## src/rtl/efuse_pkg.sv

```systemverilog
// efuse_pkg: shared constants and state encoding for the efuse program sequencer.
package efuse_pkg;
  localparam int EFUSE_BITS = 256;
  typedef enum logic [2:0] {IDLE, SCAN, ISSUE, WAIT_ACK, WAIT_DONE, ERR, FINISH} prog_state_t;
endpackage

```

## src/rtl/efuse_prog_wdog.sv

```systemverilog
// efuse_prog_wdog: saturating per-word watchdog counter.
module efuse_prog_wdog #(
  parameter int TOUT_W = 18,
  parameter logic [TOUT_W-1:0] TOUT = 18'd200000
) (
  input  logic clk,
  input  logic rst,
  input  logic clear,
  input  logic en,
  output logic expired
);
  logic [TOUT_W-1:0] cnt;
  always_ff @(posedge clk or posedge rst)
    if (rst) cnt <= '0;
    else if (clear) cnt <= '0;
    else if (en && cnt != TOUT) cnt <= cnt + 1'b1;
  // Fires on the enabled cycle whose increment brings the count to TOUT,
  // so a word gets exactly TOUT waiting cycles.
  assign expired = en && (cnt >= TOUT - 1'b1);
endmodule

```

## src/rtl/efuse_prog_seq.sv

```systemverilog
// efuse_prog_seq: splits a 256-bit program request into NW-bit efuse_write
// transactions, skipping masked/zero words, with a per-word timeout.
module efuse_prog_seq
  import efuse_pkg::*;
#(
  parameter int NW = 64,
  parameter int WSEL = EFUSE_BITS / NW,
  parameter int TOUT_W = 18,
  parameter logic [TOUT_W-1:0] TOUT = 18'd200000,
  localparam int SW = $clog2(WSEL)
) (
  input  logic                  clk,
  input  logic                  rst,
  input  logic                  prog_start,
  input  logic [EFUSE_BITS-1:0] prog_data,
  input  logic [WSEL-1:0]       prog_mask,
  output logic                  prog_busy,
  output logic                  prog_done,
  output logic                  prog_err,
  output logic [SW-1:0]         prog_err_sel,
  output logic [SW-1:0]         write_sel,
  output logic [NW-1:0]         write_data,
  output logic                  write_start,
  input  logic                  busy_write,
  input  logic                  write_done
);
  localparam logic [SW:0] IDX_END = (SW+1)'(WSEL);
  prog_state_t st, nxt;
  logic [SW:0] idx;
  logic [EFUSE_BITS-1:0] data_q;
  logic [WSEL-1:0] mask_q;
  logic [NW-1:0] word;
  logic hit, expired;
  assign word = data_q[idx[SW-1:0]*NW +: NW];
  assign hit = (idx != IDX_END) && mask_q[idx[SW-1:0]] && (word != '0);
  efuse_prog_wdog #(.TOUT_W(TOUT_W), .TOUT(TOUT)) u_wdog (
    .clk(clk),
    .rst(rst),
    .clear(st == ISSUE),
    .en(st == WAIT_ACK || st == WAIT_DONE),
    .expired(expired)
  );
  // write_done is a stale level from the previous word, so WAIT_ACK keys only
  // on busy_write; completion is checked before the timeout in each wait state.
  always_comb begin
    nxt = st;
    case (st)
      IDLE:      nxt = prog_start ? SCAN : IDLE;
      SCAN:      nxt = (idx == IDX_END) ? FINISH : (hit ? ISSUE : SCAN);
      ISSUE:     nxt = WAIT_ACK;
      WAIT_ACK:  nxt = busy_write ? WAIT_DONE : (expired ? ERR : WAIT_ACK);
      WAIT_DONE: nxt = (!busy_write && write_done) ? SCAN : (expired ? ERR : WAIT_DONE);
      ERR:       nxt = FINISH;
      FINISH:    nxt = IDLE;
      default:   nxt = IDLE;
    endcase
  end
  always_ff @(posedge clk or posedge rst)
    if (rst) begin
      st           <= IDLE;
      idx          <= '0;
      data_q       <= '0;
      mask_q       <= '0;
      write_sel    <= '0;
      write_data   <= '0;
      prog_err     <= 1'b0;
      prog_err_sel <= '0;
    end else begin
      st <= nxt;
      if (st == IDLE && prog_start) begin
        data_q   <= prog_data;
        mask_q   <= prog_mask;
        idx      <= '0;
        prog_err <= 1'b0;
      end
      if ((st == SCAN || st == WAIT_DONE) && nxt == SCAN) idx <= idx + 1'b1;
      if (st == SCAN && nxt == ISSUE) begin
        write_sel  <= idx[SW-1:0];
        write_data <= word;
      end
      if (st == ERR) begin
        prog_err     <= 1'b1;
        prog_err_sel <= idx[SW-1:0];
      end
    end
  assign prog_busy   = st != IDLE;
  assign prog_done   = st == FINISH;
  assign write_start = st == ISSUE;
endmodule

```

## config.mk

```make
export PLATFORM = sky130hd
export DESIGN_NAME = efuse_prog_seq
export DESIGN_NICKNAME = d
export VERILOG_FILES = /design/src/rtl/efuse_pkg.sv /design/src/rtl/efuse_prog_wdog.sv /design/src/rtl/efuse_prog_seq.sv
export SDC_FILE = /design/constraint.sdc
export NUM_CORES = 1
export LEC_CHECK = 0
export CAP_MARGIN = 20
export CORE_MARGIN = 2
export CORE_UTILIZATION = 35
export CTS_CLUSTER_SIZE = 10
export DETAILED_ROUTE_END_ITERATION = 12
export PLACE_DENSITY_LB_ADDON = 0.25
export SLEW_MARGIN = 20
export SYNTH_ARGS = -nofsm -noshare
export SYNTH_HDL_FRONTEND = slang
export SYNTH_SLANG_ARGS = --single-unit
```

## constraint.sdc

```tcl
create_clock -name clk -period 12.7 [get_ports clk]
set_input_delay 3.175 -clock clk [delete_from_list [all_inputs] [get_ports clk]]
set_output_delay 3.175 -clock clk [all_outputs]
set_load 0.01 [all_outputs]
```

### Word-level counts from Yosys, hierarchy flattened

Index checks and enable logic that the tools add are counted.

| operators by class | value |
|---|---|
| add/sub/neg operators | 2 |
| magnitude comparators | 2 |
| eq/ne operators | 11 |
| shift operators | 1 |
| muxes and demuxes | 16 |
| reductions and logical operators | 17 |

Operators by type and width:

| cell | count |
|---|---|
| $shiftx 256x9->64 | 1 |
| $reduce_bool 64->1 | 1 |
| $mux 18 | 2 |
| $add 18x1->18 const B | 1 |
| $ge 18x18->1 const B | 1 |
| $mux 3 | 6 |
| $ne 18x18->1 const B | 1 |
| $pmux 3 s6 | 1 |
| $eq 3x3->1 const B | 4 |
| $eq 3x2->1 const B | 3 |
| $logic_and 1x1->1 | 8 |
| $eq 3x1->1 const B | 2 |
| $reduce_bool 2->1 | 3 |
| $mux 1 | 5 |
| $add 3x1->3 const B | 1 |
| $logic_not 3->1 | 1 |
| $lt 2x3->1 const B | 1 |
| $ne 3x3->1 const B | 1 |
| $reduce_bool 3->1 | 1 |
| $bmux 1 s2 | 1 |
| $logic_or 1x1->1 | 2 |
| $mux 2 | 1 |
| $logic_not 1->1 | 1 |

| word-level totals | value |
|---|---|
| bits in registers | 353 |
| input port bits | 265 |
| output and inout port bits | 72 |
| logic and storage cells | 58 |

### Logic depth before layout (Yosys ltp)

Gate-level depths: netlist (run 1).

| logic depth | value |
|---|---|
| depth after elaboration | 10 |
| mapped depth | 12 |
| gate-level depth less buffers | 8 |

### Modules after synthesis

From an unflattened synthesis (run 1), not the netlist that was laid out.

| second synthesis, totals | value |
|---|---|
| cells, all modules | 1516 |
| area total of the unflattened synthesis | 15502.4 um^2 |

Modules (own cells, without submodules):

| module | instances | cells each | area an instance (um^2) | seq. area each (um^2) |
|---|---|---|---|---|
| efuse_prog_seq | 1 | 1406 | 14487.6 | 8383.0 |
| efuse_prog_wdog | 1 | 110 | 1014.7 | 450.4 |

### Worst setup path after synthesis (run 1)

No wires, ideal clock.

| timing path | value |
|---|---|
| path kind | register to output |
| start point | register st[1] |
| end point | output write_start |
| arrival time | 1.654 ns |
| required time | 9.525 ns |
| slack | 7.871 ns |
| cell stages (with the launch flop) | 4 |
| path buffers | 2 |
| path through | dfrtp_1 -> clkbuf_1 -> nor3b_1 -> clkbuf_1 |

| between the ends | value |
|---|---|
| word-level cells in the longest chain between the ends | 1 |

Ends and longest elaborated chain:

| what | line | text |
|---|---|---|
| start: declaration | efuse_prog_seq.sv:28 | `prog_state_t st, nxt;` |
| start signal: assignment | efuse_prog_seq.sv:69 | `st <= nxt;` |
| $eq 3x2->1 | efuse_prog_seq.sv:88 | `assign write_start = st == ISSUE;` |
| end: declaration | efuse_prog_seq.sv:23 | `output logic write_start,` |

Every way passes these cells.

### Worst setup path after layout (run 1)

Ends and elaborated chain as after synthesis.

==> metrics.md, run 1 <==
| Metric | Value |
|---|---|
| Root buffer cell | `clkbuf_16` |
| Effective utilization at floorplan | `35.64%` |
| Asr flop ratio synth | `100.0%` |
| Post-Synth Adder-Cell Area | `0.3238%` |
| RSZ-0062 raised after global routing | `no` |
| Max-slew violations | `0` |
| Ys Warns | `0` |
| Max-cap viol count | `0` |
| EDFF count, synth | `0` |
| Nets@finish | `2079` |
| Crit-path max FO | `19` |
| Worst hold path type | `reg -> reg` |
| Die area | `45860 sq um` |
| P&R area growth vs syn | `32.31%` |
| Yosys cell types | `45` |
| Power Total | `4.919 mW` |
| Static leakage | `9.683 nW` |
| H-tree Lvls | `2` |
| Worst path slowest cell | `nor3b_4` |
| Final non-filler cell total | `2407` |
| Clk_skew | `0.02796 ns` |
| Initial drt markers | `802` |
| CTS tree | `done` |
| Largest family of logic cells by synthesized area | `simple AND/OR/NAND/NOR gates` |
| Final setup vio count | `0` |
| Ports | `337` |
| Layout cells sized above 1 | `11.03%` |
| Hold Slack | `0.4673 ns` |
| Pre-antenna DRT Iters | `5` |
| Synth Cell Area | `15460 sq um` |
| XOR/XNOR Fraction of Synth Area | `0.9067%` |
| Sw frac | `35.95%` |
| First-pass GRT wire length | `71370 microns` |
| Initial antenna violation count | `0` |
| Clock latency on the worst-skew pair | `0.58 ns` |
| Clk network pwr share | `21.4%` |
| Hold Vio Cnt, Final | `0` |
| DP Area | `19310 sq um` |
| Post-CTS sizing | `0` |
| CTS Sinks | `353` |
| Syn_nets | `1775` |
| Rows | `76` |
| Crit-path max cell delay | `0.75 ns` |
| Final Instance Area | `20450 sq um` |
| Cts hold-fix bufs | `0` |
| Worst-path cell chain | `nor3b_4, clkdlybuf4s50_1` |
| Final Util | `47.16%` |
| Buffer depth of the longest clock path | `3` |
| Relative slew slack | `29.09%` |
| Filler instances | `4160` |
| Most common cell after layout, fill and taps aside | `nand2_1` |
| Sequential share of power | `39.8%` |
| Largest net degree at the start of global routing | `235` |
| Slew of the pin with the lowest slew margin | `1.064 ns` |
| Die W | `214.1 microns` |
| CP required | `9.52 ns` |
| Worst Setup End Kind | `output port` |
| Routed vias/inst | `4.813` |
| Final ANT Viol Nets | `0` |
| Post-CTS Setup Bufs | `0` |
| Status | `finished, final reports clean` |
| Switch Pwr | `1.768 mW` |
| Cells after Synth | `1506` |
| Post-synthesis compound-gate area fraction | `1.028%` |
| Final Cycle Share | `45.64%` |
| Dpl cells | `2351` |
| Post-route minimum period | `5.797 ns` |
| Pwr Density | `240.5 nW/um^2` |
| Peak VDD IR | `0.1810 mV` |
| Ant diodes | `0` |
| Leading cell types in the layout, fill and taps excluded | `nand2_1, dfrtp_1, clkdlybuf4s50_1` |
| Simple-gate share of the synthesized area | `22.49%` |
| #FFs+latches synth | `353` |
| Buffers on Ports | `336` |
| Core area | `43360 sq um` |
| Vias in the first global route | `12314` |
| Setup ws final | `6.903 ns` |
| Wirelength per Cell | `18.94 microns` |
| Global router's overall resource usage | `20.16%` |
| Commonest register cell after synthesis | `dfrtp_1` |
| DR vias | `11584` |
| Chip Height | `214.1 microns` |
| Internal power | `3.151 mW` |
| Final WL | `45600 microns` |
| Syn avg cell area | `10.26 sq um` |
| DRC Markers | `0` |
| Gate power share | `38.8%` |
| Kind of critical path | `reg -> out` |
| Max Clock Freq | `172.5 MHz` |
| DP HPWL | `31590 microns` |
| Pre-CTS setup slack | `7.065 ns` |
| Post-route setup TNS | `0 ns` |
| Mux share of post-synthesis cell area | `15.39%` |
| Reg clk slew, reported paths | `0.05 ns` |
| RePlAce Congestion | `0.7862` |
| CTS buffer count | `42` |
| Arrival @ worst endpoint | `2.62 ns` |
| Startpoint Class | `register` |
| Gr ovfl total | `0` |
| Sequential-to-total area share from yosys stat | `57.15%` |
## layout make-up
class	count	area, sq um	area share [%]
flip-flops and latches	353	8841	43.23
repair buffers	346	3480	17.02
inverters	7	30.03	0.1468
clock buffers	52	1089	5.323
well taps	585	732.0	3.579
multi-input cells	1060	6230	30.46
clock inverters	4	48.80	0.2386
## power by group through the flow
stage / clock, mW / sequential (mW) / combinational (mW)
floorplan: 0 / 1.87 / 1.25
detailed placement: 0 / 1.97 / 1.95
global route: 1.13 / 2.02 / 2.11
CTS: 1.08 / 1.96 / 1.96
global placement: 0 / 1.95 / 1.91
finish: 1.05 / 1.96 / 1.91
## sequential cells by signal (all words and copies together) (netlist names)
name,flops
write_sel,2
prog_err,1
idx,3
data_q,256
st,3
prog_err_sel,2
mask_q,4
u_wdog.cnt,18
write_data,64
## critical path: cells and delay by family (launching register included)
| kind | cells | cell delay, ns |
|---|---|---|
| and+or+nand+nor | 1 | 0.75 |
| buffers and inverters | 1 | 0.71 |
| DFF | 1 | 0.61 |
## cells by family after synthesis
family | count (synthesis)
flops | 353
simple gates | 882
buf+inv | 93
fa+ha+maj | 4
mux | 133
compound gates | 25
xor+xnor | 16
## worst paths after layout
| path | from | depth (start not counted) | slack [ns] | end |
|---|---|---|---|---|
| min reg2reg | data_q[88] | 2 | 0.47 | data_q[88] |
| min | data_q[88] | 2 | 0.47 | data_q[88] |
| max | st[1] | 2 | 6.90 | write_start |
| max in group asynchronous | rst | 3 | 8.45 | idx[0] |
| max reg2reg | idx[1] | 8 | 8.09 | write_data[27] |
| min in group asynchronous | rst | 2 | 2.93 | data_q[198] |
## metal layers
metal / wire length (microns) / vias up / share of wire, % / track usage, %
met5: 0 / - / 0 / 0
met4: 1286 / 0 / 2.8 / 7.292
met3: 2643 / 61 / 5.8 / 4.142
met2: 21250 / 332 / 47 / 32.10
met1: 20410 / 5721 / 45 / 27.41
li1: - / 5470 / - / -
## synthesized netlist by cell type (all sizes together), types with 3 or more instances
master | count | area, sq um
a21oi | 5 | 25.02
buf | 22 | 152.6
clkbuf | 64 | 240.2
dfrtp | 353 | 8833
ha | 4 | 50.05
inv | 7 | 26.28
mux2 | 67 | 904.6
mux4 | 65 | 1464
nand2 | 797 | 2992
nand2b | 3 | 18.77
nand3 | 7 | 35.03
nand4 | 9 | 56.30
nor2 | 26 | 97.59
nor2b | 3 | 18.77
nor3 | 4 | 20.02
nor4 | 18 | 118.9
o21ai | 8 | 40.04
or3b | 3 | 26.28
xnor2 | 3 | 26.28
xor2 | 13 | 113.9
Power figures use the tool's default switching activity.
==> inputs of run 2 (changes only) <==
==> constraint.sdc (replaced) <==
create_clock -name clk -period 4.7 [get_ports clk]
set_input_delay 1.175 -clock clk [delete_from_list [all_inputs] [get_ports clk]]
set_output_delay 1.175 -clock clk [all_outputs]
set_load 0.01 [all_outputs]
==> metrics.md, run 2 (synthesized netlist as in run 1, its figures left out) <==
| Metric | Value |
|---|---|
| Static leakage | `9.762 nW` |
| Largest register FFs | `256` |
| CP required | `5.11 ns` |
| Die area | `45860 sq um` |
| Pre-antenna DRT Iters | `5` |
| Nets@finish | `2087` |
| Slew of the pin with the lowest slew margin | `0.8909 ns` |
| Worst Min Path Start | `data_q[155]` |
| Max Clock Freq | `259.9 MHz` |
| Post-route minimum period | `3.847 ns` |
| Relative slew slack | `40.60%` |
| Crit-path leading delay family | `simple AND/OR/NAND/NOR gates` |
| Buffer depth of the longest clock path | `3` |
| Startpoint Class | `register` |
| Vias in the first global route | `12520` |
| Kind of critical path | `reg -> reg` |
| Most common cell after layout, fill and taps aside | `nand2_1` |
| Register-to-Register Setup Slack | `0.85 ns` |
| Hold Slack | `0.4670 ns` |
| Root buffer cell | `clkbuf_16` |
| Initial antenna violation count | `1` |
| Effective utilization at floorplan | `35.64%` |
| Final WL | `48520 microns` |
| Ant diodes | `0` |
| First-pass GRT wire length | `74830 microns` |
| GRT Max-Usage Layer | `met2` |
| Cell count of the worst reg-to-reg path | `8` |
| DRC Markers | `0` |
| Clk_skew | `0.008396 ns` |
| Worst Setup End Kind | `register` |
| Max-slew violations | `0` |
| Post-CTS Setup Bufs | `0` |
| CTS buffer count | `42` |
| Hold Vio Cnt, Final | `0` |
| Cts hold-fix bufs | `0` |
| RSZ-0062 raised after global routing | `no` |
| Global router's overall resource usage | `21.29%` |
| Worst Hold End | `data_q[155]` |
| Worst-path cell chain | `buf_4, mux4_2, nor4_1, nand4_1, nor4_2, nor3_2, buf_4, mux2_4` |
| Leading cell types in the layout, fill and taps excluded | `nand2_1, dfrtp_1, clkdlybuf4s50_1` |
| RR Endpoint | `write_data[20]` |
| Met1 usage | `28.48%` |
| Final Cycle Share | `81.85%` |
| Ports | `337` |
| Final ANT Viol Nets | `0` |
| P&R area growth vs syn | `33.23%` |
| RePlAce Congestion | `0.8191` |
| Die W | `214.1 microns` |
| Crit-path max cell delay | `0.93 ns` |
| H-tree Lvls | `2` |
| CTS tree | `done` |
| Most common cell on crit path | `buf_4` |
| Post-route setup TNS | `0 ns` |
| Worst path slowest cell | `dfrtp_4` |
| DP HPWL | `36070 microns` |
| Chip Height | `214.1 microns` |
| Most flop-heavy register | `data_q` |
| Hold depth | `2` |
| Status | `finished, final reports clean` |
| R2r startpoint | `idx[0]` |
| Worst hold path type | `reg -> reg` |
| Filler instances | `4057` |
| Buffers on Ports | `336` |
| Reg clk slew, reported paths | `0.05 ns` |
| Max-cap viol count | `0` |
| Arrival @ worst endpoint | `4.26 ns` |
| Core area | `43360 sq um` |
| DR vias | `11660` |
| WP buf/inv | `2` |
| Initial drt markers | `828` |
| Clock latency on the worst-skew pair | `0.53 ns` |
| Layout cells sized above 1 | `11.47%` |
| CTS Sinks | `353` |
| Rows | `76` |
| Crit-path max FO | `44` |
| Post-CTS sizing | `0` |
| Peak VDD IR | `0.2980 mV` |
| Wirelength per Cell | `20.08 microns` |
| Largest net degree at the start of global routing | `113` |
| Pwr Density | `653.7 nW/um^2` |
| Largest registers | `data_q (256), write_data (64), u_wdog.cnt (18)` |
| Routed vias/inst | `4.826` |
| Final setup vio count | `0` |
| Met2 global-route usage | `35.34%` |
| Met3 Use GR | `4.610%` |
| Power Total | `13.46 mW` |
| Gr ovfl total | `0` |
==> run 2: area by class of cell <==
cell class	count	area (sq um)	share of cell area, %
multi-input combinational	1060	6223	30.22
clock buffer	55	1141	5.541
sequential	353	8841	42.93
tap	585	732.0	3.555
timing repair buffer	354	3611	17.54
inverter	7	30.03	0.1458
clock inverter	2	13.76	0.06684
==> run 2: layer usage <==
layer  routed length, microns  share of wire, %  vias to the layer above
li1                         -                 -                     5491
met1                    20860                43                     5780
met4                     1146               2.4                        0
met5                        0                 0                        -
met3                     2974               6.1                       65
met2                    23550                49                      324
==> run 2: how the worst max path moves through the flow <==
stage / start / end / slack [ns] / cells after the start
3_5_place_dp: idx[0] / write_data[18] / 0.87 / 8
6_report: idx[0] / write_data[20] / 0.85 / 8
3_3_place_gp: idx[0] / write_data[36] / 0.96 / 8
5_1_grt: idx[0] / write_data[20] / 0.65 / 8
4_1_cts: idx[0] / write_data[19] / 0.85 / 8
2_1_floorplan: rst / data_q[0] / -1.20 / 1
==> run 2: through the flow <==
| step | setup WS (ns) | utilization (%) | cell area, sq um | instances |
|---|---|---|---|---|
| after CTS | 0.8492 | 47.49 | 20590 | 2416 |
| after detailed placement | 0.8679 | 44.83 | 19440 | 2359 |
| final | 0.8530 | 47.49 | 20590 | 2416 |
| after global placement | 0.9580 | 44.83 | 19440 | 2359 |
| after global routing | 0.6463 | 47.49 | 20590 | 2416 |
| after floorplan | -1.203 | - | 15460 | 1506 |
==> run 2: worst register-to-register path: stages, from the launching register on <==
cell and delay, ns:
dfrtp_4 0.93, buf_4 0.38, mux4_2 0.32, nor4_1 0.46, nand4_1 0.27, nor4_2 0.49, nor3_2 0.10, buf_4 0.34
mux2_4 0.45
==> run 2: power by group <==
part           total, mW  switching, mW  internal [mW]
sequential          5.52           1.13           4.39
combinational       5.08           2.54           2.55
clock               2.86           1.19           1.67
total               13.5           4.85           8.61
